==> src/rtl/tab_hash_pkg.sv <==
// Shared types and address helper for the tabulation-hash sequencer.
// Table entry (chunk*256 + byte)*4 + k holds hash function k's value.
package tab_hash_pkg;

  localparam int CHUNK_BITS        = 8;
  localparam int ENTRIES_PER_CHUNK = 256;

  typedef enum logic [1:0] {
    IDLE = 2'd0,
    RUN  = 2'd1,
    DONE = 2'd2
  } seq_state_t;

  // Base address of the four consecutive words for (chunk, byte).
  function automatic int unsigned tbl_index(input int unsigned chunk,
                                            input int unsigned byte_v);
    return (chunk * ENTRIES_PER_CHUNK + byte_v) * 4;
  endfunction

endpackage

==> src/rtl/tab_hash_sequencer_if.sv <==
// Bundles requester, table and consumer signals of the tabulation-hash sequencer.
// Handshakes: a transfer happens on a rising clk edge where valid and ready are
// both high; valid never waits on ready, and a valid that drops before ready is
// simply withdrawn (requests are not sticky).
interface tab_hash_sequencer_if #(
  parameter int NREQ       = 2,
  parameter int KEY_CHUNKS = 4,
  parameter int DBITS      = 32,
  parameter int TADDR_W    = $clog2(KEY_CHUNKS * 256 * 4),
  parameter int ID_W       = (NREQ > 1) ? $clog2(NREQ) : 1
);
  logic [NREQ-1:0]              req_valid;
  logic [NREQ*KEY_CHUNKS*8-1:0] req_key;
  logic [NREQ-1:0]              req_ready;
  logic [TADDR_W-1:0]           tbl_addr;
  logic [DBITS-1:0]             tbl_data1;
  logic [DBITS-1:0]             tbl_data2;
  logic [DBITS-1:0]             tbl_data3;
  logic [DBITS-1:0]             tbl_data4;
  logic                         out_valid;
  logic                         out_ready;
  logic [4*DBITS-1:0]           out_hash;
  logic [ID_W-1:0]              out_id;

  modport slave (
    input  req_valid, req_key, tbl_data1, tbl_data2, tbl_data3, tbl_data4, out_ready,
    output req_ready, tbl_addr, out_valid, out_hash, out_id
  );

  modport master (
    output req_valid, req_key, tbl_data1, tbl_data2, tbl_data3, tbl_data4, out_ready,
    input  req_ready, tbl_addr, out_valid, out_hash, out_id
  );
endinterface

==> src/rtl/tab_hash_sequencer_rr_arbiter.sv <==
// Round-robin arbiter: one-hot grant, search starts one past the last accepted
// requester; the pointer only moves when a grant is actually accepted.
module rr_arbiter #(
  parameter int NREQ = 2,
  parameter int ID_W = (NREQ > 1) ? $clog2(NREQ) : 1
) (
  input  logic            clk,
  input  logic            rst_n,
  input  logic [NREQ-1:0] req_i,
  input  logic            en_i,
  input  logic            accept_i,
  output logic [NREQ-1:0] gnt_o,
  output logic [ID_W-1:0] gnt_id_o
);

  logic [ID_W-1:0] ptr_q, ptr_d;
  logic [ID_W-1:0] cand;
  logic            found;

  always_comb begin
    gnt_o    = '0;
    gnt_id_o = '0;
    found    = 1'b0;
    cand     = '0;
    for (int off = 1; off <= NREQ; off++) begin
      cand = ID_W'((int'(ptr_q) + off) % NREQ);
      if (en_i && !found && req_i[cand]) begin
        found       = 1'b1;
        gnt_o[cand] = 1'b1;
        gnt_id_o    = cand;
      end
    end
  end

  assign ptr_d = accept_i ? gnt_id_o : ptr_q;

  // Pointer resets to the last requester so requester 0 wins first.
  always_ff @(posedge clk or negedge rst_n) begin
    if (!rst_n) ptr_q <= ID_W'(NREQ - 1);
    else        ptr_q <= ptr_d;
  end

endmodule

==> src/rtl/tab_hash_sequencer.sv <==
// Computes four tabulation hashes of an arbitrated key, one 8-bit chunk per
// cycle, by XOR-accumulating the four table words returned for each chunk.
module tab_hash_sequencer
  import tab_hash_pkg::*;
#(
  parameter int NREQ       = 2,
  parameter int KEY_CHUNKS = 4,
  parameter int DBITS      = 32,
  parameter int TADDR_W    = $clog2(KEY_CHUNKS * 256 * 4)
) (
  input  logic                 clk,
  input  logic                 rst_n,
  tab_hash_sequencer_if.slave  bus,
  output seq_state_t           dbg_state_o
);

  localparam int ID_W = (NREQ > 1) ? $clog2(NREQ) : 1;
  localparam int KW   = KEY_CHUNKS * CHUNK_BITS;
  localparam int CW   = (KEY_CHUNKS > 1) ? $clog2(KEY_CHUNKS) : 1;
  localparam int HW   = 4 * DBITS;

  seq_state_t      state_q, state_d;
  logic [CW-1:0]   chunk_q, chunk_d;
  logic [KW-1:0]   key_q, key_d;
  logic [ID_W-1:0] id_q, id_d;
  logic [HW-1:0]   acc_q, acc_d;

  logic [NREQ-1:0] gnt;
  logic [ID_W-1:0] gnt_id;
  logic            arb_en;
  logic            accept;
  logic [KW-1:0]   key_sel;
  logic [7:0]      cur_byte;

  // Grants are withheld while reset is asserted so req_ready reads 0 then.
  assign arb_en = (state_q == IDLE) && rst_n;
  assign accept = |(bus.req_valid & gnt);

  rr_arbiter #(.NREQ(NREQ), .ID_W(ID_W)) u_arb (
    .clk      (clk),
    .rst_n    (rst_n),
    .req_i    (bus.req_valid),
    .en_i     (arb_en),
    .accept_i (accept),
    .gnt_o    (gnt),
    .gnt_id_o (gnt_id)
  );

  always_comb begin
    key_sel = '0;
    for (int i = 0; i < NREQ; i++) begin
      if (gnt_id == ID_W'(i)) key_sel = bus.req_key[i*KW +: KW];
    end
  end

  // Address is formed only from latched key/chunk, never from req_* inputs.
  always_comb begin
    cur_byte = '0;
    for (int c = 0; c < KEY_CHUNKS; c++) begin
      if (chunk_q == CW'(c)) cur_byte = key_q[c*CHUNK_BITS +: CHUNK_BITS];
    end
  end

  always_comb begin
    state_d = state_q;
    chunk_d = chunk_q;
    key_d   = key_q;
    id_d    = id_q;
    acc_d   = acc_q;
    case (state_q)
      IDLE: begin
        if (accept) begin
          key_d   = key_sel;
          id_d    = gnt_id;
          acc_d   = '0;
          chunk_d = '0;
          state_d = RUN;
        end
      end
      RUN: begin
        acc_d   = acc_q ^ {bus.tbl_data4, bus.tbl_data3, bus.tbl_data2, bus.tbl_data1};
        chunk_d = chunk_q + 1'b1;
        if (chunk_q == CW'(KEY_CHUNKS - 1)) state_d = DONE;
      end
      DONE: begin
        if (bus.out_ready) state_d = IDLE;
      end
      default: state_d = IDLE;
    endcase
  end

  always_ff @(posedge clk or negedge rst_n) begin
    if (!rst_n) begin
      state_q <= IDLE;
      chunk_q <= '0;
      key_q   <= '0;
      id_q    <= '0;
      acc_q   <= '0;
    end else begin
      state_q <= state_d;
      chunk_q <= chunk_d;
      key_q   <= key_d;
      id_q    <= id_d;
      acc_q   <= acc_d;
    end
  end

  assign bus.req_ready = gnt;
  assign bus.tbl_addr  = (state_q == RUN)
                         ? TADDR_W'(tbl_index(32'(chunk_q), 32'(cur_byte)))
                         : '0;
  assign bus.out_valid = (state_q == DONE);
  assign bus.out_hash  = acc_q;
  assign bus.out_id    = id_q;
  assign dbg_state_o   = state_q;

endmodule

==> src/flat_wrapper.sv <==
// flat-port wrapper written by rule: the top's interface ports become plain ports
module tab_hash_sequencer_flat import tab_hash_pkg::*;
#(
  parameter int NREQ       = 2,
  parameter int KEY_CHUNKS = 4,
  parameter int DBITS      = 32,
  parameter int TADDR_W    = $clog2(KEY_CHUNKS * 256 * 4)
)
  (clk, rst_n, dbg_state_o, bus_req_valid, bus_req_key, bus_tbl_data1, bus_tbl_data2, bus_tbl_data3, bus_tbl_data4, bus_out_ready, bus_req_ready, bus_tbl_addr, bus_out_valid, bus_out_hash, bus_out_id);
  tab_hash_sequencer_if #(.NREQ(NREQ), .KEY_CHUNKS(KEY_CHUNKS), .DBITS(DBITS), .TADDR_W(TADDR_W)) bus_i ();
  input  logic clk;
  input  logic rst_n;
  output seq_state_t dbg_state_o;
  input wire logic [$bits(bus_i.req_valid)-1:0] bus_req_valid;
  input wire logic [$bits(bus_i.req_key)-1:0] bus_req_key;
  input wire logic [$bits(bus_i.tbl_data1)-1:0] bus_tbl_data1;
  input wire logic [$bits(bus_i.tbl_data2)-1:0] bus_tbl_data2;
  input wire logic [$bits(bus_i.tbl_data3)-1:0] bus_tbl_data3;
  input wire logic [$bits(bus_i.tbl_data4)-1:0] bus_tbl_data4;
  input wire logic [$bits(bus_i.out_ready)-1:0] bus_out_ready;
  output wire logic [$bits(bus_i.req_ready)-1:0] bus_req_ready;
  output wire logic [$bits(bus_i.tbl_addr)-1:0] bus_tbl_addr;
  output wire logic [$bits(bus_i.out_valid)-1:0] bus_out_valid;
  output wire logic [$bits(bus_i.out_hash)-1:0] bus_out_hash;
  output wire logic [$bits(bus_i.out_id)-1:0] bus_out_id;
  assign bus_i.req_valid = bus_req_valid;
  assign bus_i.req_key = bus_req_key;
  assign bus_i.tbl_data1 = bus_tbl_data1;
  assign bus_i.tbl_data2 = bus_tbl_data2;
  assign bus_i.tbl_data3 = bus_tbl_data3;
  assign bus_i.tbl_data4 = bus_tbl_data4;
  assign bus_i.out_ready = bus_out_ready;
  assign bus_req_ready = bus_i.req_ready;
  assign bus_tbl_addr = bus_i.tbl_addr;
  assign bus_out_valid = bus_i.out_valid;
  assign bus_out_hash = bus_i.out_hash;
  assign bus_out_id = bus_i.out_id;
  tab_hash_sequencer #(.NREQ(NREQ), .KEY_CHUNKS(KEY_CHUNKS), .DBITS(DBITS), .TADDR_W(TADDR_W)) u_core (.clk(clk), .rst_n(rst_n), .bus(bus_i), .dbg_state_o(dbg_state_o));
endmodule
==> config.mk <==
export PLATFORM = sky130hd
export DESIGN_NAME = tab_hash_sequencer_flat
export DESIGN_NICKNAME = d
export VERILOG_FILES = /design/src/rtl/tab_hash_pkg.sv /design/src/rtl/tab_hash_sequencer_if.sv /design/src/rtl/tab_hash_sequencer_rr_arbiter.sv /design/src/rtl/tab_hash_sequencer.sv /design/src/flat_wrapper.sv
export SDC_FILE = /design/constraint.sdc
export NUM_CORES = 1
export LEC_CHECK = 0
export CAP_MARGIN = 30
export CORE_ASPECT_RATIO = 1.5
export CORE_MARGIN = 3
export CORE_UTILIZATION = 39
export DETAILED_ROUTE_END_ITERATION = 7
export GPL_TIMING_DRIVEN = 1
export PLACE_DENSITY_LB_ADDON = 0.05
export SYNTH_ARGS = -nofsm -noshare
export SYNTH_HDL_FRONTEND = slang
export SYNTH_HIERARCHICAL = 1
export SYNTH_SLANG_ARGS = --single-unit
==> constraint.sdc <==
create_clock -name clk -period 2.3 [get_ports clk]
set_clock_uncertainty 0.05 [all_clocks]
set_input_delay 0.46 -clock clk [delete_from_list [all_inputs] [get_ports clk]]
set_output_delay 0.46 -clock clk [all_outputs]
set_load 0.02 [all_outputs]
==> results of run 1 <==
==> final timing paths <==
path                                       start  slack, ps                 endpoint  depth (start not counted)
min in group clk                u_core/key_q[20]        470         u_core/key_q[20]                          1
max in group asynchronous                  rst_n       1320    u_core/dbg_state_o[0]                          2
min reg2reg                     u_core/key_q[20]        470         u_core/key_q[20]                          1
max reg2reg                u_core/dbg_state_o[1]        -30          u_core/key_q[8]                         10
max                            u_core/chunk_q[0]       -240          bus_tbl_addr[6]                          7
min                                        rst_n        150  u_core/bus.out_hash[70]                          2
==> per-layer routing <==
layer | vias up | GRT usage (%) | share of wire [%]
li1 | 3202 | - | -
met1 | 3286 | 25.5 | 40
met2 | 249 | 35.0 | 51
met3 | 37 | 5.71 | 6.4
met4 | 0 | 9.07 | 2.6
met5 | - | 0 | 0
==> where the power goes <==
| group | total, mW | internal (mW) | switching, mW |
|---|---|---|---|
| registers | 5.50 | 4.45 | 1.04 |
| clock network | 2.87 | 1.68 | 1.18 |
| logic | 10.4 | 5.28 | 5.09 |
| total | 18.7 | 11.4 | 7.32 |
==> area by class of cell <==
cell class,instances,share of cell area (%)
Inverter,4,0.111
Antenna cell,2,0.0369
Tap cell,264,2.44
Sequential cell,166,30.7
Multi-Input combinational cell,511,30.5
Clock inverter,12,0.942
Timing Repair Buffer,414,31.8
Clock buffer,20,3.44
==> sequential cells by signal, summed over array words and instances (netlist names) <==
name and cells:
u_core/bus.out_hash 128, u_core/key_q 32, u_core/bus.out_id 1, u_core/chunk_q 2
u_core/dbg_state_o 2, u_core/u_arb/ptr_q 1
==> worst register-to-register path, delay by kind of cell (launching register included) <==
family / cells / cell delay (ps)
multiplexers: 1 / 300
AO/OA/AOI/OAI: 2 / 320
buffers and inverters: 4 / 530
AND/OR/NAND/NOR: 3 / 620
flip-flops: 1 / 410
==> repair_timing <==
item	in CTS	in global routing
gates cloned	2	6
pin swaps	11	9
endpoints found under the setup margin	38	175
setup buffers	10	15
resized for setup	87	50
==> through the flow <==
stage	instance area [sq um]	total power, mW	hold slack (ps)
final	13600	18.7	154
after detailed placement	12300	15.0	446
after global placement	12300	14.9	451
after floorplan	8510	10.9	114
after global routing	13600	19.9	150
after CTS	13100	18.3	224
==> Yosys cell counts <==
cell	number
and3_2	2
a41o_1	1
nand2b_1	1
o31ai_1	1
nand2_1	4
nor2_1	131
buf_6	7
dfstp_2	1
nor3_1	1
nand3b_1	128
nor2b_1	12
o21ai_0	1
ha_1	4
mux2_2	48
inv_1	4
a22o_1	2
nand3_1	7
a221oi_1	7
o41ai_1	7
o21bai_1	1
xnor2_1	1
nor3b_2	1
nor3b_1	1
xor2_1	128
mux2_4	17
buf_4	2
a21oi_1	2
clkbuf_1	23
buf_2	28
dfrtp_1	165
conb_1	1
a32o_1	1
==> logic make-up after synthesis <==
| family | Yosys count | synth area share [%] |
|---|---|---|
| AO/OA/AOI/OAI | 23 | 2.30 |
| AND/OR/NAND/NOR | 288 | 19.6 |
| flip-flops | 166 | 50.2 |
| XOR/XNOR | 129 | 13.6 |
| multiplexers | 65 | 9.61 |
| other | 1 | 0.0453 |
| buffers and inverters | 64 | 4.05 |
| adder cells (fa/ha/maj) | 4 | 0.604 |
==> results.tsv, run 1 <==
metric	value	unit
finalNetCount	1315	
routedWlPerCell	18.6	microns
via_count	6774	
grt_pass1_vias	6993	
layout_min_cycle_time	2540	ps
dp_hpwl	16800	microns
min_path_type	in2async	
peakVddDrop	665	uV
synth_top_area_share	49.8	%
htreeDepth	4	
place_ws	-300	ps
yosysUniqueCellTypes	32	
fin_util	65.6	%
yosysSeqAreaShare	50.2	%
clock-sinks	166	
worstSetupStartpointType	flip-flop	
cts_buffer_depth	2	
cp_num_buf_inv	3	
tritoncts	yes	
die-area	0.0231	sq mm
tns	-1930	ps
worst_pin_slew	920	ps
synth_warnings	6	
cp.required	1790	ps
synth.area.top_cells	dfrtp_1 50%, xor2_1 14%, nand3b_1 12%	
setup_violations	25	
first_pass_iters	4	
grt_pass1_wl	38300	microns
mostFrequentLayoutCells	324 x clkdlybuf4s50_1, 163 x dfrtp_1, 128 x nor2_1, 128 x nand3b_1, 128 x xor2_1	
drt_iter0_drc	382	
cts_buffers	17	
grtUsageTotal	21.0	%
slew_viol_final	0	
crit_family	buffers and inverters	
area_delta_synth_final	63.6	%
multiInputGateArea	0.00413	sq mm
dp.cells	1330	
synth_top_cell_by_area	dfrtp_1	
start_util	40.1	%
ctsRootBufferMaster	clkbuf_16	
finalHoldViolCount	0	
crit_type	reg2out	
antenna_found_initial	2	
rsz0062_at_grt	true	
grt_overflow	0	
coreArea	0.0207	sq mm
cp_slowest_cell	dfrtp_1	
drive_above_1_share	19.6	%
worstPathArrival	2030	ps
routed_wl	25900	microns
ys_seq_elements	166	
portBuffers	340	
final_cells	1393	
end_kind	primary output	
violations	negative setup slack	
drtAntennaViolNets	0	
vias_per_cell	4.86	
period_share	111	%
slew_headroom	38.7	%
fillCellCount	1685	
path_clk_slew	60	ps
drc	0	
powerDensity	1380	mW/mm^2
path_common_cell	buf_4	
leakage	5.68	nW
avgSynthCellArea	11.2	sq um
rows	64	
die_w	125	microns
synth_area	0.00828	sq mm
syn_inst	740	
grt_max_degree	167	
globalplace.congestion	0.812	
layout_commonest_cell	clkdlybuf4s50_1	
seq_area	0.00416	sq mm
crit_chain	buf_4 -> ha_4 -> nor2b_4 -> buf_6 -> a221oi_2 -> o41ai_4 -> buf_4	
ctsHoldBuffers	0	
clock_latency	430	ps
fmax	0.393	GHz
cp_max_fo	4	
io_pins	343	
fin_ws	-242	ps
drv_cap	0	
critPathMaxStageDelay	410	ps
status	complete, but fails checks	
die_h	185	microns
Power figures use the tool's default switching activity.
==> inputs of run 2 (changes only) <==
- CORE_ASPECT_RATIO: 1.5 -> 0.75
- CORE_MARGIN: 3 -> 4
==> run 2 against run 1 <==
The run still ends with negative setup slack left. Flip-flop and latch count did not move. Count of clock-buffer cells in the layout did not move. Critical path depth unchanged. First-iteration DRC count up 13%. Die area increased by 2.6%. Final cell count is 0.14% lower. Fmax rose by 3.5%. Total power fell by 3.6%. Utilization fell by 1.6 points. Hold slack improved by 310 ps. Sequential power about the same. Sequential share of layout area increased by 0.92 points. Highest routed layer is now met5.
==> results.tsv, run 2 (synthesis results as in run 1) <==
metric	value	unit
cp.required	1790	ps
crit_type	reg2out	
sequentialPowerShare	30.5	%
met2_wirelength	12200	microns
cts_buffer_depth	2	
highest_layer	met5	
drc	0	
p_comb_share	54.3	%
fin_ws	-155	ps
grt_overflow	0	
dp_hpwl	17800	microns
tns	-714	ps
violations	negative setup slack	
coreArea	0.0206	sq mm
area_delta_synth_final	58.8	%
routed_wl	25900	microns
die_w	176	microns
layout_min_cycle_time	2460	ps
path_clk_slew	70	ps
finalHoldViolCount	0	
power	18.1	mW
finalNetCount	1297	
reg2reg_depth	10	
htreeDepth	4	
power.switching	7.19	mW
slew_headroom	36.3	%
grtUsageTotal	21.0	%
rsz0062_at_grt	true	
vias_per_cell	4.78	
wl_met3	2470	microns
dp.cells	1346	
powerDensity	1370	mW/mm^2
peakVddDrop	626	uV
antenna_found_initial	2	
die_h	134	microns
final_cells	1391	
diodes	0	
status	complete, but fails checks	
grt_pass1_vias	7020	
leakage	5.49	nW
worst_pin_slew	956	ps
die-area	0.0237	sq mm
slew_viol_final	0	
internal_power	10.9	mW
cts_buffers	17	
drive_above_1_share	17.6	%
via_count	6655	
rows	45	
worstPathArrival	1950	ps
drv_cap	0	
sw_frac_of_total	39.8	%
drt-met1-wl	10800	microns
largest_reg_flops	128	
globalplace.congestion	0.747	
clock_latency	420	ps
crit_start	u_core/chunk_q[1]	
start_util	40.3	%
drtAntennaViolNets	0	
worstSetupStartpointType	flip-flop	
clock_power_share	15.2	%
min_path_type	in2async	
tritoncts	yes	
fmax	0.407	GHz
grt_pass1_wl	39100	microns
end_kind	primary output	
r2r-start	u_core/dbg_state_o[1]	
fin_util	64.0	%
ctsRootBufferMaster	clkbuf_16	
setup_violations	8	
drt_iter0_drc	430	
io_pins	343	
layout_commonest_cell	clkdlybuf4s50_1	
grt_max_degree	165	
first_pass_iters	4	
clock-sinks	166	
mostFrequentLayoutCells	324 x clkdlybuf4s50_1, 162 x dfrtp_1, 131 x nor2_1, 128 x nand3b_1, 128 x xor2_1	
period_share	107	%
routedWlPerCell	18.6	microns
portBuffers	340	
cp_max_fo	7	
## run 2: worst paths after layout
kind                       slack [ps]                 to
hold reg to reg                   460   u_core/key_q[31]
hold / removal                    460    u_core/key_q[9]
min in group clk                  470   u_core/key_q[31]
setup / recovery                 -160    bus_tbl_addr[4]
setup reg to reg                   10   u_core/key_q[15]
max in group asynchronous         580  u_core/chunk_q[0]
## run 2: repair_timing
item / in CTS / in global routing
pin swaps: 14 / 3
hold buffers: 1 / 0
gates cloned: 0 / 4
setup buffers: 6 / 4
gates resized for setup: 88 / 16
endpoints found under the hold margin: 2 / 0
endpoints found under the setup margin: 15 / 142
## run 2: area by class of cell
cell class	instances	area [sq um]
fill	1681	7390
sequential	166	4160
timing repair buffer	396	4050
multi-input combinational	511	4020
clock buffer	20	467
tap	282	353
clock inverter	12	92.6
inverter	4	17.5
## run 2: critical path: stages, from the launching register on
cell	delay, ps
dfrtp_1	410
inv_2	100
ha_4	130
nor2b_1	110
buf_4	180
a221oi_2	70
o41ai_2	290
buf_4	210
## run 2: per-stage QoR
step	area, sq um	hold WS (ps)	setup slack (ps)
final	13200	465	-155
after global routing	13200	468	-248
after CTS	13000	453	-155
after detailed placement	12300	341	-304
after global placement	12300	351	-269
after floorplan	8510	114	-164
## run 2: routing by layer
layer	GRT usage, %	up-vias
met2	33.7	234
met5	0	-
li1	-	3160
met4	5.32	2
met1	26.5	3230
met3	8.82	29
## run 2: power groups by stage
stage / sequential, mW / combinational, mW / clock, mW
2_1_floorplan: 6.78 / 4.13 / 0
3_3_place_gp: 5.49 / 9.41 / 0
3_5_place_dp: 5.51 / 9.53 / 0
4_1_cts: 5.52 / 9.75 / 2.80
5_1_grt: 5.71 / 10.6 / 2.94
6_report: 5.51 / 9.80 / 2.74
==> inputs of run 3 (changes only) <==
- CORE_MARGIN: 4 -> default
- GPL_ROUTABILITY_DRIVEN: default -> 0
==> run 3 against run 2 <==
The run still ends with negative setup slack left. Global-route usage is 1.0 points higher. Fmax is 1.2% lower. Critical path depth stayed put. Via count is 0.78% lower. Utilization is 1.2 points higher. Register-to-register slack hardly changed. Hold slack worse by 420 ps. Total power is 3.1% higher. Critical path type unchanged. Critical endpoint is now bus_tbl_addr[5]. Highest routed layer is now met4.
==> results.tsv, run 3 (synthesis results as in run 1) <==
metric	value	unit
grtUsageTotal	22.0	%
cp.required	1790	ps
drv_cap	0	
drive_above_1_share	18.5	%
antenna_found_initial	0	
crit_type	reg2out	
drc	0	
fmax	0.402	GHz
multiInputGateArea	0.00406	sq mm
layout_min_cycle_time	2490	ps
cts_buffer_depth	2	
cp_num_buf_inv	3	
path_clk_slew	70	ps
reg2reg_to	u_core/key_q[31]	
coreArea	0.0206	sq mm
die_w	170	microns
fin_ws	-185	ps
slew_headroom	34.9	%
end_kind	primary output	
ctsHoldBuffers	0	
worst_pin_slew	976	ps
hold_ws	49.1	ps
reg2reg_depth	9	
status	complete, but fails checks	
slew_viol_final	0	
drtAntennaViolNets	0	
diodes	0	
fillCellCount	1622	
peakVddDrop	723	uV
first_pass_iters	4	
worstSetupStartpointType	flip-flop	
worst-r2r-setup-slack	10	ps
area_delta_synth_final	61.9	%
period_share	108	%
via_count	6603	
finalHoldViolCount	0	
worstPathArrival	1980	ps
layout_commonest_cell	clkdlybuf4s50_1	
cts_buffers	17	
dpl_cell_area	0.0123	sq mm
r2r-start	u_core/dbg_state_o[1]	
ctsRootBufferMaster	clkbuf_16	
rows	45	
mostFrequentLayoutCells	324 x clkdlybuf4s50_1, 161 x dfrtp_1, 131 x nor2_1, 128 x nand3b_1, 128 x xor2_1	
die-area	0.0218	sq mm
leakage	5.60	nW
violations	negative setup slack	
portBuffers	340	
io_pins	343	
tritoncts	yes	
final_area	0.0134	sq mm
routedWlPerCell	17.8	microns
dp_hpwl	16100	microns
grt_overflow	0	
min_path_type	in2async	
rsz0062_at_grt	true	
grt_pass1_wl	36600	microns
start_util	40.3	%
routed_wl	24900	microns
finalNetCount	1301	
cp_slowest_cell	dfrtp_2	
clock_latency	420	ps
clock-sinks	166	
htreeDepth	4	
drt_iter0_drc	348	
seq_area	0.00416	sq mm
crit_chain	inv_4 -> ha_4 -> nor2b_1 -> buf_4 -> a221oi_2 -> o41ai_2 -> buf_2	
critPathMaxStageDelay	470	ps
cp_max_fo	7	
setup_violations	8	
vias_per_cell	4.73	
largest_reg_flops	128	
powerDensity	1390	mW/mm^2
crit_family	buffers and inverters	
grt_pass1_vias	6569	
die_h	128	microns
grt_max_degree	128	
[run 3: worst register-to-register path: cells and delay by family, from the launching register on]
| kind | cells | cell delay, ps |
|---|---|---|
| muxes | 1 | 310 |
| and+or+nand+nor | 3 | 580 |
| buffers and inverters | 3 | 530 |
| DFF | 1 | 430 |
| AOI/OAI and AO/OA | 2 | 290 |
[run 3: power breakdown]
group	leakage, nW	total [mW]	switching [mW]	internal [mW]
registers	2.01	5.53	1.08	4.45
logic	3.29	10.1	4.91	5.14
clock network	0.303	3.04	1.29	1.74
[run 3: through the flow]
stage          utilization, %  worst slack, ps  instances  power, mW  TNS, ps
2_1_floorplan               -             -164        741       10.9    -5720
3_3_place_gp             59.6             -213       1340       14.9   -12740
3_5_place_dp             59.6             -291       1340       14.9   -17720
4_1_cts                  63.1             -205       1377       18.2    -1380
5_1_grt                  65.2             -279       1395       19.8    -4460
6_report                 65.2             -185       1395       18.6    -1030
[run 3: area by class of cell]
class / count / area share, %
Clock buffer: 17 / 3.17
Timing Repair Buffer: 400 / 31.3
Inverter: 4 / 0.149
Sequential cell: 166 / 31.0
Multi-Input combinational cell: 511 / 30.3
Clock inverter: 15 / 1.43
Tap cell: 282 / 2.63
[run 3: timing repair]
action | in CTS | in global routing
pin swaps | 7 | 9
resized for setup | 75 | 46
cloned | 2 | 8
setup buffers | 3 | 11
endpoints found under the setup margin | 75 | 94
[run 3: routing by layer]
layer	wire (microns)	vias to the layer above	GRT usage, %	part of all wire [%]
li1	-	3180	-	-
met4	363	0	6.84	1.5
met2	11500	227	34.3	46
met1	10700	3175	28.4	43
met5	0	-	0	0
met3	2270	21	8.31	9.1
[run 3: worst max-delay path by stage]
stage	startpoint	end	slack (ps)	cells after the start
final	u_core/chunk_q[1]	bus_tbl_addr[5]	-190	7
after global routing	u_core/chunk_q[1]	bus_tbl_addr[5]	-280	7
after CTS	u_core/chunk_q[0]	bus_tbl_addr[3]	-200	7
after detailed placement	u_core/chunk_q[0]	bus_tbl_addr[5]	-290	5
after global placement	u_core/chunk_q[0]	bus_tbl_addr[3]	-210	5
after floorplan	u_core/dbg_state_o[0]	u_core/bus.out_id	-160	10
